`src/rtl/mem_arbiter.sv`:
```
// mem_arbiter: shares one combinational memory port between an instruction-fetch
// port and a load/store data port, with round-robin arbitration and one
// transaction in flight at a time (grant -> access -> response).
module mem_arbiter #(
    parameter int ADDR_W = 16,
    parameter int DATA_W = 32
) (
    input  logic              clk,
    input  logic              rst,
    input  logic              i_req_valid,
    input  logic [ADDR_W-1:0] i_req_addr,
    output logic              i_req_ready,
    output logic              i_rsp_valid,
    input  logic              i_rsp_ready,
    output logic [DATA_W-1:0] i_rsp_data,
    input  logic              d_req_valid,
    input  logic              d_req_we,
    input  logic [1:0]        d_req_size,
    input  logic              d_req_unsigned,
    input  logic [ADDR_W-1:0] d_req_addr,
    input  logic [DATA_W-1:0] d_req_wdata,
    output logic              d_req_ready,
    output logic              d_rsp_valid,
    input  logic              d_rsp_ready,
    output logic [DATA_W-1:0] d_rsp_data,
    output logic              d_rsp_err,
    output logic [3:0]        mem_write,
    output logic [ADDR_W-1:0] mem_addr,
    output logic [DATA_W-1:0] mem_wdata,
    input  logic [DATA_W-1:0] mem_rdata
);

    typedef enum logic [1:0] {IDLE, ACCESS, RESP} state_t;
    typedef enum logic {PORT_FETCH, PORT_DATA} port_t;

    state_t              state, state_next;
    port_t               last_grant;
    port_t               grant_port;
    logic                grant_fetch, grant_data;
    logic                rsp_handshake;

    logic                lat_we;
    logic [1:0]          lat_size;
    logic                lat_unsigned;
    logic [ADDR_W-1:0]   lat_addr;
    logic [DATA_W-1:0]   lat_wdata;

    logic [DATA_W-1:0]   rsp_data_q;
    logic                rsp_err_q;

    logic [3:0]          store_mask;
    logic [DATA_W-1:0]   load_data;
    logic                size_bad;

    // Round-robin grant in IDLE: a lone requester wins, a tie goes to the port not granted last.
    always_comb begin
        // NOTE: every combinationally assigned signal gets a default first so no path infers a latch.
        grant_fetch = 1'b0;
        grant_data  = 1'b0;
        if (!rst && state == IDLE) begin
            if (i_req_valid && d_req_valid) begin
                grant_fetch = (last_grant == PORT_DATA);
                grant_data  = (last_grant == PORT_FETCH);
            end else begin
                grant_fetch = i_req_valid;
                grant_data  = d_req_valid;
            end
        end
    end

    assign rsp_handshake = (state == RESP) &&
                           ((grant_port == PORT_FETCH) ? i_rsp_ready : d_rsp_ready);

    // Next-state: IDLE -> ACCESS on any grant, ACCESS -> RESP always, RESP -> IDLE on handshake.
    always_comb begin
        state_next = state;
        case (state)
            IDLE:    if (grant_fetch || grant_data) state_next = ACCESS;
            ACCESS:  state_next = RESP;
            RESP:    if (rsp_handshake) state_next = IDLE;
            default: state_next = IDLE;
        endcase
    end

    // Size decode: byte-lane enables for stores and extended load data from the raw word.
    always_comb begin
        store_mask = 4'b0000;
        load_data  = '0;
        size_bad   = (lat_size == 2'b11);
        case (lat_size)
            2'b00: begin
                store_mask = 4'b0001;
                load_data  = {{24{~lat_unsigned & mem_rdata[7]}}, mem_rdata[7:0]};
            end
            2'b01: begin
                store_mask = 4'b0011;
                load_data  = {{16{~lat_unsigned & mem_rdata[15]}}, mem_rdata[15:0]};
            end
            2'b10: begin
                store_mask = 4'b1111;
                load_data  = mem_rdata;
            end
            default: ;
        endcase
    end

    // Memory drive: only the ACCESS cycle touches the memory, and only legal stores write.
    always_comb begin
        mem_write = 4'b0000;
        mem_addr  = '0;
        mem_wdata = '0;
        if (!rst && state == ACCESS) begin
            mem_addr  = lat_addr;
            mem_wdata = lat_wdata;
            if (grant_port == PORT_DATA && lat_we) mem_write = store_mask;
        end
    end

    assign i_req_ready = grant_fetch;
    assign d_req_ready = grant_data;
    assign i_rsp_valid = !rst && state == RESP && grant_port == PORT_FETCH;
    assign d_rsp_valid = !rst && state == RESP && grant_port == PORT_DATA;
    assign i_rsp_data  = i_rsp_valid ? rsp_data_q : '0;
    assign d_rsp_data  = d_rsp_valid ? rsp_data_q : '0;
    assign d_rsp_err   = d_rsp_valid && rsp_err_q;

    // State, request latch, captured response and last_grant; synchronous reset clears all of it.
    always_ff @(posedge clk) begin
        // NOTE: sequential state uses non-blocking assignments so every register samples pre-edge values.
        if (rst) begin
            state        <= IDLE;
            last_grant   <= PORT_DATA;
            grant_port   <= PORT_FETCH;
            lat_we       <= 1'b0;
            lat_size     <= 2'b00;
            lat_unsigned <= 1'b0;
            lat_addr     <= '0;
            lat_wdata    <= '0;
            rsp_data_q   <= '0;
            rsp_err_q    <= 1'b0;
        end else begin
            state <= state_next;
            if (grant_fetch) begin
                grant_port   <= PORT_FETCH;
                lat_we       <= 1'b0;
                lat_size     <= 2'b10;
                lat_unsigned <= 1'b1;
                lat_addr     <= i_req_addr;
                lat_wdata    <= '0;
            end else if (grant_data) begin
                grant_port   <= PORT_DATA;
                lat_we       <= d_req_we;
                lat_size     <= d_req_size;
                lat_unsigned <= d_req_unsigned;
                lat_addr     <= d_req_addr;
                lat_wdata    <= d_req_wdata;
            end
            if (state == ACCESS) begin
                if (grant_port == PORT_FETCH) begin
                    rsp_data_q <= mem_rdata;
                    rsp_err_q  <= 1'b0;
                end else begin
                    rsp_data_q <= (lat_we || size_bad) ? '0 : load_data;
                    rsp_err_q  <= size_bad;
                end
            end
            if (rsp_handshake) last_grant <= grant_port;
        end
    end

endmodule

```
`config.mk`:
```
export PLATFORM = sky130hd
export DESIGN_NAME = mem_arbiter
export DESIGN_NICKNAME = d
export VERILOG_FILES = /design/src/rtl/mem_arbiter.sv
export SDC_FILE = /design/constraint.sdc
export NUM_CORES = 1
export LEC_CHECK = 0
export ABC_CLOCK_PERIOD_IN_PS = 5000
export BUFFER_PORTS_ARGS = -buffer_cell sky130_fd_sc_hd__buf_4
export CAP_MARGIN = 20
export CORE_UTILIZATION = 45
export DETAILED_ROUTE_END_ITERATION = 8
export GPL_TIMING_DRIVEN = 0
export HOLD_SLACK_MARGIN = 0.08
export PLACE_DENSITY = 0.78
export SLEW_MARGIN = 20
export SYNTH_ARGS = -nofsm -noshare
export SYNTH_HDL_FRONTEND = slang
export SYNTH_SLANG_ARGS = --single-unit
export TNS_END_PERCENT = 50
```
`constraint.sdc`:
```
create_clock -name clk -period 5 [get_ports clk]
set_clock_uncertainty 0.1 [all_clocks]
set_input_delay 0.25 -clock clk [delete_from_list [all_inputs] [get_ports clk]]
set_output_delay 0.25 -clock clk [all_outputs]
set_load 0.005 [all_outputs]
```
==> results of run 1 <==
## registers in the layout, summed over array words and instances, names as in the netlist
| name | count |
|---|---|
| rsp_data_q | 32 |
| lat_size | 2 |
| lat_addr | 16 |
| grant_port | 1 |
| lat_unsigned | 1 |
| lat_we | 1 |
| rsp_err_q | 1 |
| state | 2 |
| last_grant | 1 |
| lat_wdata | 32 |
## per-stage QoR
step	total power, uW	area, um2	hold slack (ns)
after floorplan	1078	4846	0.2889
after global placement	1237	6713	0.3426
after detailed placement	1252	6713	0.3431
after global routing	1957	7550	0.09802
final	1875	7550	0.09384
after CTS	1864	7550	0.09024
## worst paths after layout
| check | depth (start not counted) | end | slack, ns |
|---|---|---|---|
| worst max register to register | 7 | rsp_data_q[22]$_SDFFE_PP0N_ | 3.01 |
| worst max-delay path | 5 | i_rsp_data[12] | 2.43 |
| worst min-delay path | 3 | rsp_data_q[9]$_SDFFE_PP0N_ | 0.09 |
| worst min register to register | 2 | rsp_err_q$_SDFFE_PP0N_ | 0.35 |
## timing repair
item / 4_1_cts / 5_1_grt
hold endpoints to repair: 60 / 0
hold buffers: 60 / 0
setup buffers: 0 / 0
## worst max-delay path: cells and delay by family (launching register included)
kind,cells,cell delay [ns]
AND/OR/NAND/NOR,3,0.90
flip-flops,1,0.51
buffers and inverters,2,0.45
## area by class of cell
cell class / instances / area [um2]
Fill cell: 812 / 2820
Multi-Input combinational cell: 441 / 2735
Buffer: 63 / 306.5
Clock buffer: 11 / 151.4
Sequential cell: 89 / 1782
Tap cell: 136 / 170.2
Inverter: 6 / 22.52
Clock inverter: 5 / 85.08
Timing Repair Buffer: 286 / 2297
## cell usage after synthesis, types with 11 or more instances
cell,number,area [um2]
sky130_fd_sc_hd__nand3_1,37,185.2
sky130_fd_sc_hd__clkbuf_1,23,86.33
sky130_fd_sc_hd__nand2b_1,11,68.82
sky130_fd_sc_hd__nor4_1,16,100.1
sky130_fd_sc_hd__nor2_1,31,116.4
sky130_fd_sc_hd__nor3_1,17,85.08
sky130_fd_sc_hd__buf_2,24,120.1
sky130_fd_sc_hd__o21ai_0,51,255.2
sky130_fd_sc_hd__dfxtp_1,89,1782
sky130_fd_sc_hd__and2_1,113,706.9
sky130_fd_sc_hd__nor2b_1,17,106.4
sky130_fd_sc_hd__a221oi_1,16,140.1
sky130_fd_sc_hd__nand3b_1,17,127.6
sky130_fd_sc_hd__a21oi_1,41,205.2
sky130_fd_sc_hd__a221o_1,16,160.2
sky130_fd_sc_hd__and3_1,16,100.1
## power by group through the flow
stage | clock (uW) | combinational (uW) | sequential [uW]
after floorplan | 0 | 258 | 820
after global placement | 0 | 402 | 835
after detailed placement | 0 | 415 | 837
after CTS | 589 | 453 | 822
after global routing | 622 | 505 | 830
final | 590 | 462 | 823
## metal layers
| layer | track usage (%) | share of wire, % |
|---|---|---|
| met3 | 6.741 | 8.9 |
| met5 | 0 | 0 |
| met4 | 10.52 | 2.4 |
| met1 | 35.79 | 39 |
| met2 | 50.28 | 49 |
## kinds of logic (layout without fill, tap and decap cells)
family | after synthesis | in the layout | share of synthesized area [%]
buf+inv | 69 | 371 | 6.791
simple gates | 286 | 286 | 35.12
mux | 1 | 1 | 0.2066
compound gates | 150 | 150 | 20.09
fa+ha+maj | 4 | 4 | 1.033
flops | 89 | 89 | 36.77
==> results.md, run 1 <==
- The final net count is approximately 1,000.
- The number of flops mapped to enable cells by yosys is 0.
- At the end of routability-driven placement, the weighted congestion stood at approximately 0.89.
- Counting tap cells, the placed design contains a total of ~960 instances.
- Once the floorplan was initialized, standard cells occupied 46.73% of the core.
- Dividing the detail-routed wire length by the instance count gives 16.11 um.
- The final critical path takes up approximately 51% of the cycle.
- The critical path startpoint category is a register.
- In this run the standard cell core region covers about 10,000 um2.
- The number of iterations in the first detailed-routing pass is 7.
- The run finished with clean final reports.
- The sequential cell area fraction in the yosys report is ~37%.
- The port buffer count is 226.
- In the synthesized netlist the dominant register cell turns out to be sky130_fd_sc_hd__dfxtp_1.
- The total setup violations reported at the end of the flow is 0.
- The maximum VDD drop is roughly 0.16 mV.
- The number of max-slew violations in the final report is 0.
- The number of distinct standard cells referenced by the synthesized netlist is 42.
- CTS saw 89 sinks.
- The final number of hold-violating endpoints is 0.
- Of the cells placed in the final design, the portion with a size suffix greater than 1 is ~33%.
- The shortest period the worst path allows is approximately 2.6 ns.
- For the final routed database, the setup TNS stands at 0 ns.
- The die area is between 10,000 and 15,000 um2.
- The cell type of the slowest stage on the worst timing path is sky130_fd_sc_hd__dfxtp_1.
- The library cell used most frequently in the layout, excluding fill and tap cells, is sky130_fd_sc_hd__buf_4.
- In this run, synthesis produced a sequential element count of ~90.
- The setup slack of the critical path after layout is approximately 2.4 ns.
- The finished layout holds a little over 1,000 standard cells, fillers aside.
- Compared with the post-synthesis result, the final layout area differs by 55.80%.
- The global-route wire length before repair is between 20 and 30 mm.
- The total net switching power is roughly 570 uW.
- The synthesized net count is 709.
- The via count of the first global-routing pass is roughly 5,500.
- The highest clock frequency the design can meet is around 390 MHz.
- In this run the worst path has a maximum fanout of 10.
- The final antenna diode count is 0.
- Yosys printed 0 warnings.
- At the worst endpoint, the required time is 4.65 ns.
- Each instance of the synthesized netlist takes up on average roughly 8.1 um2.
- ~230 I/O pins were placed.
- The tree is rooted in a sky130_fd_sc_hd__clkbuf_8.
- The clock reaches the later pin of the worst-skew pair after 0.36 ns.
- The final route contains 5,680 vias.
- The floorplan has 37 rows.
- After detailed routing, the number of remaining DRC violations is 0.
- Setup repair after global routing left no endpoint under its margin.
- The arrival time reported for the critical path endpoint is about 2.2 ns.
- Summed over all layers, the routed wires come to between 15 and 20 mm.
- Synthesis produced a netlist whose cell count is between 500 and 600.
- The initial DRC count is approximately 350.
- The pin count of the biggest net entering global routing is 16.
- At the placement stage, the worst setup path has a slack of 2.849 ns.
- The ratio of total power to cell area is roughly 250 nW/um2.
- The H-tree was split into 3 levels.
- The signal on the critical path passes through and2b_1 > nor3b_2 > clkbuf_2 > and2_1 > buf_4.
- The count of nets left with antenna violations once routing finished came out at 0.
- After clock tree synthesis, the clock-pin slew on the worst setup and hold paths is ~0.10 ns.
- The switching fraction of total power is between 30% and 40%.
- The transition time at the pin with the least slew margin is slightly below 0.6 ns.
- Of the total power, registers draw a little over two fifths.
- Of the total power, combinational logic draws between 20% and 30%.
- The kind of end point of the critical path is an output pin.
- The clock group share of total power is between 30% and 40%.
- For this design the static power due to leakage is about 0.0034 uW.
- The detailed-route vias per instance is approximately 5.5.
- The start of the worst register-to-register path is lat_size[1]$_SDFFE_PP0P_.
- The kind of path behind the tightest hold check is primary input to register.
- The number of clock buffers inserted by TritonCTS is 9.
- The clock passes through at most 2 buffers.
- The number of antenna violations at the first check in global routing came to 0.
- The share of async-settable or async-resettable flops after synthesis is 0%.
- The startpoint of the worst hold path is mem_rdata[9].
- The post-cts repair resize count is 0.
- The total global routing overflow is 0.
- The worst slew slack as a fraction of its limit is roughly 61%.
- The start point of the critical path is state[1]$_SDFFE_PP0P_.
- The overall track demand over capacity in global routing is between 20% and 30%.
- The top cell types in the final layout, fill and taps aside, are sky130_fd_sc_hd__buf_4 (234), sky130_fd_sc_hd__and2_1 (113), sky130_fd_sc_hd__dfxtp_1 (89).
- The internal power is about 1300 uW.
- The critical setup path kind is register to output pin.
- In this run the vertical extent of the chip is roughly 110 um.
- The TritonCTS clock tree is yes.
- The width of the die is 105.8 um.
- The area of the mapped netlist is 4846 um2.
- Max-cap violations in this run came to 0.
- The utilization after layout is between 70% and 80%.
- On the worst path, the slowest cell contributes a delay of about 0.51 ns.
- The HPWL reported at the end of detailed placement is 11.51 mm.
Note: power is estimated with default switching activity, not from simulation.
==> run 2, diff against run 1 <==
--- a/config.mk
+++ b/config.mk
@@ -5,10 +5,10 @@
 export SDC_FILE = /design/constraint.sdc
 export NUM_CORES = 1
 export LEC_CHECK = 0
-export ABC_CLOCK_PERIOD_IN_PS = 5000
+export ABC_CLOCK_PERIOD_IN_PS = 2060
 export BUFFER_PORTS_ARGS = -buffer_cell sky130_fd_sc_hd__buf_4
 export CAP_MARGIN = 20
-export CORE_UTILIZATION = 45
+export CORE_UTILIZATION = 43
 export DETAILED_ROUTE_END_ITERATION = 8
 export GPL_TIMING_DRIVEN = 0
 export HOLD_SLACK_MARGIN = 0.08
==> constraint.sdc (replaced) <==
create_clock -name clk -period 2.06 [get_ports clk]
set_clock_uncertainty 0.1 [all_clocks]
set_input_delay 0.103 -clock clk [delete_from_list [all_inputs] [get_ports clk]]
set_output_delay 0.103 -clock clk [all_outputs]
set_load 0.005 [all_outputs]
==> run 2 against run 1 <==
  * The flow now finishes with violations (negative setup slack)
  * Critical path depth up 1
  * Sequential power up 140%
  * Global-route usage up 0.99 points
  * Count of clock-buffer cells in the layout up 1
  * Non-clock buffer count up 35
  * Sequential share of layout area down 1.0 points
  * Die area up 4.6%
  * Hold slack worse by 0.0049 ns
  * Total power up 140%
  * Final cell count up 3.7%
  * Largest cell class is now buffers
==> results.md, run 2 (synthesized netlist as in run 1, its figures left out) <==
- The leakage power figure is approximately 0.0035 uW.
- The number of iterations in the first detailed-routing pass is 7.
- The later pin in the worst-skew pair is clocked with a latency of 0.36 ns.
- Setup repair after global routing could not meet its margin everywhere.
- The setup slack of the critical path after layout is -0.002369 ns.
- At the worst endpoint, the required time is about 2.2 ns.
- Entering global routing, the biggest net connects 14 pins.
- Setup violations remaining at the end of the flow were counted as 1.
- The largest incremental delay on the critical path is 0.58 ns.
- The cell type of the slowest stage on the worst timing path is sky130_fd_sc_hd__dlygate4sd3_1.
- Leaving out fill and tap cells, the most frequent cells in the layout are sky130_fd_sc_hd__buf_4 (238), sky130_fd_sc_hd__and2_1 (113), sky130_fd_sc_hd__dlygate4sd3_1 (92).
- Static timing analysis puts the maximum clock frequency at 484.9 MHz.
- The arrival time reported for the critical path endpoint is 2.25 ns.
- The width of the die is about 110 um.
- The utilization after layout is 72.87%.
- The number of max-capacitance violations reported is 0.
- The final layout contains 1,041 nets.
- The die covers 11,700 um2.
- The total routed wirelength is 17.96 mm.
- The H-tree was split into 3 levels.
- For this design the top-level I/O count stands at 227.
- Global routing used a little under a third of the available tracks.
- STA classifies the critical path startpoint as a primary input.
- The flow ran to the end, but the final reports show violations.
- The ratio of total power to cell area is about 560 nW/um2.
- Across all hold checks on the routed design, the worst slack comes to around 0.089 ns.
- The first global-routing pass estimated about 28 mm of wire.
- The post-detailed-route count of antenna-violating nets is 0.
- Counting cells, the worst reg-to-reg path comes to 5.
- TritonCTS built the clock tree.
- The final weighted congestion in routability-driven placement is between 0.8 and 0.9.
- In this design, the critical path's most frequently occurring cell is sky130_fd_sc_hd__dlygate4sd3_1.
- The final number of hold-violating endpoints was 0.
- The number of antenna violations at the first check in global routing is 0.
- The number of antenna diodes in the final layout is 0.
- The number of cells on the worst hold path is 3.
- The buffer depth of the longest clock path is 2.
- The total global routing overflow is 0.
- Of the available clock period, the critical path in the final layout requires 100.1%.
- The signal on the critical path passes through dlygate4sd3_1 > buf_4 > or2_2 > a21oi_4 > a221o_1 > dlygate4sd3_1.
- The maximum VDD drop is 0.4554 mV.
- The number of max-slew violations in the final report is 0.
- Leaving out fill and tap cells, the most frequent cell in the layout is sky130_fd_sc_hd__buf_4.
- Clock-pin slew was measured on the worst setup and hold paths at roughly 0.090 ns.
- In this run the tightest slew margin relative to its limit is between 60% and 70%.
- The largest registers in the layout are lat_wdata (32), rsp_data_q (32), lat_addr (16).
- In the final routed layout, each cell accounts on average for 16.71 um.
- Summing all flip-flop and latch instances after layout gives ~1800 um2.
- In this run the worst hold path is classified as primary input to register.
- The shortest period the worst path allows is roughly 2.1 ns.
- In the final layout, the share of cells above drive strength 1 is between 30% and 40%.
- For this configuration, the core starts out at a cell density of ~45%.
- For this run, design rule violations remaining after detail routing come to 0.
- In this run the cell area measured after placement is ~6700 um2.
- The number of clock buffers inserted by TritonCTS is 9.
- The via count of the first global-routing pass was about 5,900.
- For the pin with the worst max-slew slack, the measured transition is ~0.5 ns.
- Summing all multi-input logic gate instances after layout gives roughly 2800 um2.
- The kind of end point of the critical path is a register.
- The area growth from synthesis to layout is 63.72%.
- Setup total negative slack on the finished layout was measured at -0.002369 ns.
- After filler insertion, the fill cell instance count of the layout stands at roughly 780.
- The number of sinks handled by clock tree synthesis is 89.
- The initial DRC count is 340.
- The port buffer count is 226.
- The finished layout cell area is around 7900 um2.
- The critical setup path kind is primary input to register.
- Row generation in the floorplan step produced 38 rows.
- The checks that failed: negative setup slack.
- The power consumption is 4475 uW.
- The final route contains ~6,000 vias.
- Along the worst path, the maximum fanout reaches 7.
- The HPWL reported at the end of detailed placement is between 10 and 15 mm.
- The root buffer cell chosen for the clock tree is sky130_fd_sc_hd__clkbuf_8.
- The core region is about 11,000 um2.
- The die outline height is approximately 110 um.
- In the routed layout, each cell is associated on average with a via count of between 5 and 6.
[run 2: worst paths after layout]
| kind | from | to | slack (ns) |
|---|---|---|---|
| min reg2reg | rsp_err_q$_SDFFE_PP0N_ | rsp_err_q$_SDFFE_PP0N_ | 0.37 |
| min | mem_rdata[21] | rsp_data_q[21]$_SDFFE_PP0N_ | 0.09 |
| max reg2reg | state[0]$_SDFFE_PP0P_ | lat_addr[0]$_SDFFE_PP0P_ | 0.04 |
| max | i_req_valid | lat_addr[0]$_SDFFE_PP0P_ | -0.002 |
[run 2: routing by layer]
metal | part of all wire [%] | track usage, %
met5 | 0 | 0
met4 | 2.4 | 12.62
met3 | 8.3 | 7.113
met2 | 50 | 54.50
met1 | 39 | 34.14
[run 2: critical path: cells and delay by family]
family	cells	cell delay, ns
AND/OR/NAND/NOR	1	0.34
buffers and inverters	3	1.29
AO/OA/AOI/OAI	2	0.50
[run 2: where the power goes]
part	switching [uW]	leakage, uW	internal, uW
combinational	628	0.00272	609
clock	614	0.000102	618
sequential	121	0.000728	1880
total	1360	0.00355	3110
[run 2: cell type report]
class	instances	area share, %
Sequential cell	89	22.58
Timing Repair Buffer	322	33.37
Clock inverter	3	0.5047
Inverter	6	0.3154
Clock buffer	12	1.956
Buffer	62	4.132
Tap cell	140	2.208
Multi-Input combinational cell	441	34.93
[run 2: metrics by stage]
| step | setup WS (ns) | std cells |
|---|---|---|
| after floorplan | 0.3127 | 599 |
| after global placement | 0.07326 | 965 |
| after detailed placement | 0.07062 | 965 |
| after CTS | 0.002810 | 1074 |
| after global routing | -0.03214 | 1075 |
| final | -0.002369 | 1075 |
[run 2: timing repair]
item	4_1_cts	5_1_grt
endpoints found under the hold margin	73	0
resized for setup	14	18
buffers inserted	2	2
gates cloned	0	0
endpoints found under the setup margin	103	105
pin swaps	0	2
hold buffers	92	0
